## config.mk

```make
export PLATFORM = sky130hd
export DESIGN_NAME = bp_vcache_ctrl
export DESIGN_NICKNAME = d
export VERILOG_FILES = /design/src/rtl/bp_vcache_ctrl.sv
export SDC_FILE = /design/constraint.sdc
export NUM_CORES = 2
export LEC_CHECK = 0
export CAP_MARGIN = 30
export CORE_AREA = 2 2 659 661
export DETAILED_ROUTE_END_ITERATION = 12
export DIE_AREA = 0 0 661 663
export PLACE_DENSITY = 0.5
export SLEW_MARGIN = 10
export SYNTH_ARGS = -nofsm -noshare
export SYNTH_HDL_FRONTEND = slang
export SYNTH_SLANG_ARGS = --single-unit
```

## constraint.sdc

```tcl
create_clock -name clk_i -period 32.2 [get_ports clk_i]
set_clock_uncertainty 0.1 [all_clocks]
set_input_delay 6.44 -clock clk_i [delete_from_list [all_inputs] [get_ports clk_i]]
set_output_delay 6.44 -clock clk_i [all_outputs]
set_load 0.01 [all_outputs]
```

## src/rtl/bp_vcache_ctrl.sv

```systemverilog
// Victim cache between the D$ engine and the UCE memory path: captures evicted
// blocks, services miss lookups, and writes dirty victims back on reclaim or flush.
module bp_vcache_ctrl #(
    parameter int unsigned paddr_width_p = 40,
    parameter int unsigned block_width_p = 512,
    parameter int unsigned entries_p     = 4
) (
    input  logic                     clk_i,
    input  logic                     reset_i,

    input  logic                     evict_v_i,
    input  logic [paddr_width_p-1:0] evict_addr_i,
    input  logic [block_width_p-1:0] evict_data_i,
    input  logic                     evict_dirty_i,
    output logic                     evict_ready_o,

    input  logic                     lookup_v_i,
    input  logic [paddr_width_p-1:0] lookup_addr_i,
    output logic                     lookup_ready_o,
    output logic                     lookup_resp_v_o,
    output logic                     lookup_hit_o,
    output logic [block_width_p-1:0] lookup_data_o,
    output logic                     lookup_dirty_o,
    input  logic                     lookup_resp_yumi_i,

    output logic                     wb_v_o,
    output logic [paddr_width_p-1:0] wb_addr_o,
    output logic [block_width_p-1:0] wb_data_o,
    input  logic                     wb_ready_i,

    input  logic                     flush_v_i,
    output logic                     flush_ready_o,
    output logic                     flush_done_o
);

    localparam int unsigned offset_w_lp = $clog2(block_width_p / 8);
    localparam int unsigned tag_w_lp    = paddr_width_p - offset_w_lp;
    localparam int unsigned idx_w_lp    = $clog2(entries_p);

    typedef enum logic [1:0] {e_ready, e_resp, e_wb, e_flush} state_e;

    state_e                     state_q, state_d;
    logic [entries_p-1:0]       valid_q, valid_d;
    logic [entries_p-1:0]       dirty_q, dirty_d;
    logic [tag_w_lp-1:0]        tag_q  [entries_p];
    logic [tag_w_lp-1:0]        tag_d  [entries_p];
    logic [block_width_p-1:0]   data_q [entries_p];
    logic [block_width_p-1:0]   data_d [entries_p];
    logic [idx_w_lp-1:0]        rr_q, rr_d;
    logic [idx_w_lp-1:0]        wb_idx_q, wb_idx_d;
    logic [idx_w_lp-1:0]        flush_idx_q, flush_idx_d;
    logic                       resp_v_q, resp_v_d;
    logic                       resp_hit_q, resp_hit_d;
    logic                       resp_dirty_q, resp_dirty_d;
    logic [block_width_p-1:0]   resp_data_q, resp_data_d;
    logic                       flush_done_q, flush_done_d;

    logic [tag_w_lp-1:0] lk_tag, ev_tag;
    logic                lk_hit, ev_match, has_inv, ev_victim_dirty;
    logic [idx_w_lp-1:0] lk_idx, ev_match_idx, inv_idx, ev_target, wb_sel;
    logic                lookup_acc, evict_go, evict_acc, evict_wb, flush_acc;
    logic                flush_cur_dirty, flush_step, flush_last;
    logic                unused_offset;

    assign lk_tag = lookup_addr_i[paddr_width_p-1:offset_w_lp];
    assign ev_tag = evict_addr_i[paddr_width_p-1:offset_w_lp];
    assign unused_offset = ^{lookup_addr_i[offset_w_lp-1:0], evict_addr_i[offset_w_lp-1:0]};

    // Associative search for the lookup, the evict merge target and the lowest free slot
    always_comb begin
        lk_hit       = 1'b0;
        lk_idx       = '0;
        ev_match     = 1'b0;
        ev_match_idx = '0;
        has_inv      = 1'b0;
        inv_idx      = '0;
        for (int unsigned i = 0; i < entries_p; i++) begin
            if (valid_q[i] && tag_q[i] == lk_tag) begin
                lk_hit = 1'b1;
                lk_idx = idx_w_lp'(i);
            end
            if (valid_q[i] && tag_q[i] == ev_tag) begin
                ev_match     = 1'b1;
                ev_match_idx = idx_w_lp'(i);
            end
        end
        for (int i = int'(entries_p) - 1; i >= 0; i--) begin
            if (!valid_q[i]) begin
                has_inv = 1'b1;
                inv_idx = idx_w_lp'(i);
            end
        end
    end

    assign ev_target       = ev_match ? ev_match_idx : (has_inv ? inv_idx : rr_q);
    assign ev_victim_dirty = valid_q[ev_target] && dirty_q[ev_target] && (tag_q[ev_target] != ev_tag);

    assign flush_acc  = (state_q == e_ready) && flush_v_i;
    assign lookup_acc = (state_q == e_ready) && !flush_v_i && lookup_v_i;
    assign evict_go   = (state_q == e_ready) && !flush_v_i && !lookup_v_i && evict_v_i;
    assign evict_acc  = evict_go && !ev_victim_dirty;
    assign evict_wb   = evict_go && ev_victim_dirty;

    assign flush_cur_dirty = valid_q[flush_idx_q] && dirty_q[flush_idx_q];
    assign flush_step      = (state_q == e_flush) && (!flush_cur_dirty || wb_ready_i);
    assign flush_last      = flush_idx_q == idx_w_lp'(entries_p - 1);

    // State register
    always_ff @(posedge clk_i) begin
        if (reset_i) state_q <= e_ready;
        else         state_q <= state_d;
    end

    // Next-state logic
    always_comb begin
        state_d = state_q;
        unique case (state_q)
            e_ready: begin
                if (flush_acc)       state_d = e_flush;
                else if (lookup_acc) state_d = e_resp;
                else if (evict_wb)   state_d = e_wb;
            end
            e_resp:  if (lookup_resp_yumi_i)        state_d = e_ready;
            e_wb:    if (wb_ready_i)                state_d = e_ready;
            e_flush: if (flush_step && flush_last)  state_d = e_ready;
            default: state_d = e_ready;
        endcase
    end

    // Handshake and writeback outputs
    always_comb begin
        flush_ready_o  = 1'b0;
        lookup_ready_o = 1'b0;
        evict_ready_o  = 1'b0;
        wb_v_o         = 1'b0;
        wb_sel         = wb_idx_q;
        unique case (state_q)
            e_ready: begin
                flush_ready_o  = 1'b1;
                lookup_ready_o = !flush_v_i;
                evict_ready_o  = !flush_v_i && !lookup_v_i && !ev_victim_dirty;
            end
            e_wb:    wb_v_o = 1'b1;
            e_flush: begin
                wb_v_o = flush_cur_dirty;
                wb_sel = flush_idx_q;
            end
            default: ;
        endcase
        wb_addr_o = wb_v_o ? {tag_q[wb_sel], {offset_w_lp{1'b0}}} : '0;
        wb_data_o = wb_v_o ? data_q[wb_sel] : '0;
    end

    // Entry and response updates
    always_comb begin
        valid_d      = valid_q;
        dirty_d      = dirty_q;
        tag_d        = tag_q;
        data_d       = data_q;
        rr_d         = rr_q;
        wb_idx_d     = wb_idx_q;
        flush_idx_d  = flush_idx_q;
        resp_v_d     = resp_v_q;
        resp_hit_d   = resp_hit_q;
        resp_dirty_d = resp_dirty_q;
        resp_data_d  = resp_data_q;
        flush_done_d = 1'b0;

        if (lookup_acc) begin
            resp_v_d     = 1'b1;
            resp_hit_d   = lk_hit;
            resp_dirty_d = lk_hit && dirty_q[lk_idx];
            resp_data_d  = lk_hit ? data_q[lk_idx] : '0;
            if (lk_hit) begin
                valid_d[lk_idx] = 1'b0;
                dirty_d[lk_idx] = 1'b0;
            end
        end
        if (state_q == e_resp && lookup_resp_yumi_i) begin
            resp_v_d     = 1'b0;
            resp_hit_d   = 1'b0;
            resp_dirty_d = 1'b0;
            resp_data_d  = '0;
        end
        if (evict_acc) begin
            valid_d[ev_target] = 1'b1;
            dirty_d[ev_target] = evict_dirty_i || (ev_match && dirty_q[ev_target]);
            tag_d[ev_target]   = ev_tag;
            data_d[ev_target]  = evict_data_i;
            if (!ev_match && !has_inv) rr_d = rr_q + idx_w_lp'(1);
        end
        if (evict_wb) wb_idx_d = ev_target;
        // Reclaimed slot becomes free; the pending evict lands there next cycle
        if (state_q == e_wb && wb_ready_i) begin
            valid_d[wb_idx_q] = 1'b0;
            dirty_d[wb_idx_q] = 1'b0;
        end
        if (flush_acc) flush_idx_d = '0;
        if (flush_step) begin
            valid_d[flush_idx_q] = 1'b0;
            dirty_d[flush_idx_q] = 1'b0;
            if (flush_last) begin
                flush_done_d = 1'b1;
                rr_d         = '0;
                flush_idx_d  = '0;
            end else begin
                flush_idx_d = flush_idx_q + idx_w_lp'(1);
            end
        end
    end

    // Control and metadata registers
    always_ff @(posedge clk_i) begin
        if (reset_i) begin
            valid_q      <= '0;
            dirty_q      <= '0;
            rr_q         <= '0;
            wb_idx_q     <= '0;
            flush_idx_q  <= '0;
            resp_v_q     <= 1'b0;
            resp_hit_q   <= 1'b0;
            resp_dirty_q <= 1'b0;
            resp_data_q  <= '0;
            flush_done_q <= 1'b0;
            for (int unsigned i = 0; i < entries_p; i++) tag_q[i] <= '0;
        end else begin
            valid_q      <= valid_d;
            dirty_q      <= dirty_d;
            rr_q         <= rr_d;
            wb_idx_q     <= wb_idx_d;
            flush_idx_q  <= flush_idx_d;
            resp_v_q     <= resp_v_d;
            resp_hit_q   <= resp_hit_d;
            resp_dirty_q <= resp_dirty_d;
            resp_data_q  <= resp_data_d;
            flush_done_q <= flush_done_d;
            tag_q        <= tag_d;
        end
    end

    // Block data storage is qualified by valid and needs no reset
    always_ff @(posedge clk_i) begin
        data_q <= data_d;
    end

    assign lookup_resp_v_o = resp_v_q;
    assign lookup_hit_o    = resp_hit_q;
    assign lookup_dirty_o  = resp_dirty_q;
    assign lookup_data_o   = resp_data_q;
    assign flush_done_o    = flush_done_q;

endmodule
```

==> results.sh <==
export IMPL_status="finished, final reports clean"
export IMPL_synth_top_area_cell="edfxtp_1"
export IMPL_synth_cell_types=75
export IMPL_reg2reg_depth=21
export IMPL_ys_warn_count=0
export IMPL_utilization_pct=35.4
export IMPL_wirelength_um=578000
export IMPL_tightest_slew_ns=1.27
export IMPL_min_from="lookup_data_o[421]"
export IMPL_cts_resized=0
export IMPL_yosys_area_share_simple_pct=14.5
export IMPL_portBuffers=1653
export IMPL_crit_path_top_delay_cell="clkdlybuf4s50_1"
export IMPL_antenna_found_initial=213
export IMPL_whs_path_depth=2
export IMPL_finalMaxSlewViolations=0
export IMPL_hold_viol_final=0
export IMPL_gp_routability_congestion=0.925
export IMPL_final_cell_mix="edfxtp_1 (2,048), clkdlybuf4s50_1 (1,652), nor2_1 (1,065)"
export IMPL_dpl_hpwl_um=399000
export IMPL_syn_area_mm2=0.119
export IMPL_cp_required_ns=25.66
export IMPL_synthCells=9452
export IMPL_path_class="in2out"
export IMPL_synth_edff_count=2048
export IMPL_coreArea_mm2=0.432
export IMPL_syn_avg_cell_area_um2=12.6
export IMPL_numClockSinks=2716
export IMPL_num_vias=91400
export IMPL_p_leak_nw=48.9
export IMPL_num_io_pins=1672
export IMPL_initial_core_util_pct=27.6
export IMPL_cts_root_buf="clkbuf_16"
export IMPL_period_share_pct=62.3
export IMPL_dp_slack_ns=12.29
export IMPL_seq_area_frac_synth_pct=62.9
export IMPL_routed_via_density=5.38
export IMPL_use_met1_pct=31.5
export IMPL_synth_compound_gate_area_share_pct=7.38
export IMPL_crit_fanout=35
export IMPL_path_buf_inv=3
export IMPL_globalRouteOverflowTotal=0
export IMPL_drive_gt1_share_pct=11.4
export IMPL_firstDrtPassIters=7
export IMPL_cts_setup_buffers=0
export IMPL_setup_slack_ns=12.13
export IMPL_synthArstFlopShare_pct=0
export IMPL_maxCapViolCount=0
export IMPL_end_kind="output port"
export IMPL_min_to="lookup_data_o[421]"
export IMPL_cp_start_kind="input pin"
export IMPL_power_density_mw_per_mm2=58.1
export IMPL_synth_top_family_by_area="simple AND/OR/NAND/NOR gates"
export IMPL_busiest_layer="met2"
export IMPL_drc=0
export IMPL_critical_path_max_stage_delay_ns=0.83
export IMPL_htreeDepth=5
export IMPL_wl_per_cell_um=34.1
export IMPL_areaGrowthSynthToFinish_pct=28.4
export IMPL_cts_buffer_depth=4
export IMPL_setup_total_negative_slack_ns=0
export IMPL_synthMuxAreaShare_pct=10.4
export IMPL_nNetsFinal=11500
export IMPL_r2r_end="data_q[1249]"
export IMPL_path_cells="clkdlybuf4s50_1, xnor2_1, nand4_1, nor4_1, and3_1, nor2_1, a21o_1, buf_4, a221o_1, a21oi_1, o311ai_1, or4_1, nor4_1, a21boi_0, nor2_1, clkdlybuf4s50_1"
export IMPL_grt_use_total_pct=25.4
export IMPL_rr_startpoint="tag_q[19]"
export IMPL_max_freq_mhz=49.8
export IMPL_rows=242
export IMPL_yosysTopAreaCellShare_pct=51.7
export IMPL_die_w_um=661
export IMPL_final_common_cell="edfxtp_1"
export IMPL_ys_ff_latch=2716
export IMPL_grtUsageMet2_pct=40.0
export IMPL_slew_headroom_pct=15.3
export IMPL_synth_area_leaders="edfxtp_1 (52%), dfxtp_1 (11%), mux4_2 (10%)"
export IMPL_setup_viol=0
export IMPL_synth_xor_xnor_area_share_pct=2.19
export IMPL_fp_dieArea_mm2=0.438
export IMPL_postCtsHoldBufs=0
export IMPL_cts_tree="done"
export IMPL_synth_flop_cell="edfxtp_1"
export IMPL_grt_pass1_wl_um=779000
export IMPL_synth_adder_area_share_pct=0.0420
export IMPL_grt_setup_unrepaired="no"
export IMPL_cp_arrival_ns=13.53
export IMPL_clkTransAtPathRegs_ns=0.06
export IMPL_hold_class="reg2reg"
export IMPL_numCtsBuffers=321
export IMPL_die_h_um=663
export IMPL_clkLatencyLatePin_ns=0.93
export IMPL_globalRouteMet3Util_pct=6.88
export IMPL_drt_initial_drc_count=9181
export IMPL_finalCriticalPeriod_ns=20.07
export IMPL_peakVddDrop_mv=0.0460
export IMPL_r2r_slack_ns=21.31
export IMPL_grt_max_degree=130
export IMPL_crit_family="simple AND/OR/NAND/NOR gates"
export IMPL_grt_pass1_vias=90400
export IMPL_ant_nets=0
==> worst min-delay path: stages, from the launching register on <==
cell,delay (ns)
dfxtp_1,0.30
nand2_1,0.05
a21oi_1,0.05
==> power breakdown <==
part,leakage [nW],switching (mW),internal (mW)
logic,19.9,0.850,0.515
clock network,5.13,1.54,2.12
registers,23.8,0.0349,3.83
==> kinds of logic after synthesis <==
family | Yosys count
flops | 2716
compound gates | 1430
other cells | 1
simple gates | 3647
mux | 552
buf+inv | 805
xor+xnor | 297
fa+ha+maj | 4
==> flip-flops by register name, summed over array words and instances, names as in the netlist <==
name and flops:
lookup_hit_o 1, lookup_data_o 512, lookup_dirty_o 1, flush_idx_q 2, flush_done_o 1, state_q 2, tag_q 136, valid_q 4
data_q 2048, rr_q 2, lookup_resp_v_o 1, dirty_q 4, wb_idx_q 2
==> area by class of cell <==
cell class	instances	area, um^2
fill	41700	279000
sequential	2716	74900
multi-input combinational	5936	41200
timing repair buffer	1864	18700
clock buffer	465	9180
tap	5734	7170
clock inverter	133	1360
antenna	115	288
inverter	23	109
==> worst max path at each step <==
stage,startpoint,to,slack (ns),depth (start not counted)
after detailed placement,evict_addr_i[38],evict_ready_o,12.29,16
after global placement,evict_addr_i[20],evict_ready_o,12.05,16
after global routing,evict_addr_i[38],evict_ready_o,11.99,16
after floorplan,evict_addr_i[30],valid_q[0],7.63,18
final,evict_addr_i[38],evict_ready_o,12.13,16
after CTS,evict_addr_i[38],evict_ready_o,12.25,16
==> metrics by stage <==
step,power (mW),instances,hold WS [ns],cell area (um^2)
final,8.88,17000,0.349,153000
after global routing,9.14,17000,0.366,153000
after CTS,8.96,16900,0.350,153000
after detailed placement,5.30,16300,0.343,142000
after global placement,5.29,16300,0.339,142000
after floorplan,4.45,9457,0.371,119000
==> layer usage <==
metal	vias up	wire, um
li1	38400	-
met1	47200	224000
met2	4539	266000
met3	1088	51800
met4	96	35200
met5	-	625
==> synth_stat cells (24+ instances only) <==
| master | number |
|---|---|
| edfxtp_1 | 2048 |
| xnor2_1 | 175 |
| nand3_1 | 173 |
| mux4_2 | 546 |
| clkbuf_1 | 641 |
| nor4_1 | 47 |
| nand4_1 | 71 |
| a21oi_1 | 666 |
| and2_1 | 554 |
| nand2_1 | 599 |
| nor2_1 | 1066 |
| buf_2 | 52 |
| xor2_1 | 122 |
| buf_1 | 78 |
| dfxtp_1 | 668 |
| o21ai_0 | 151 |
| o211ai_1 | 519 |
| and3_1 | 24 |
| nor3_1 | 1046 |
Power figures use the tool's default switching activity.
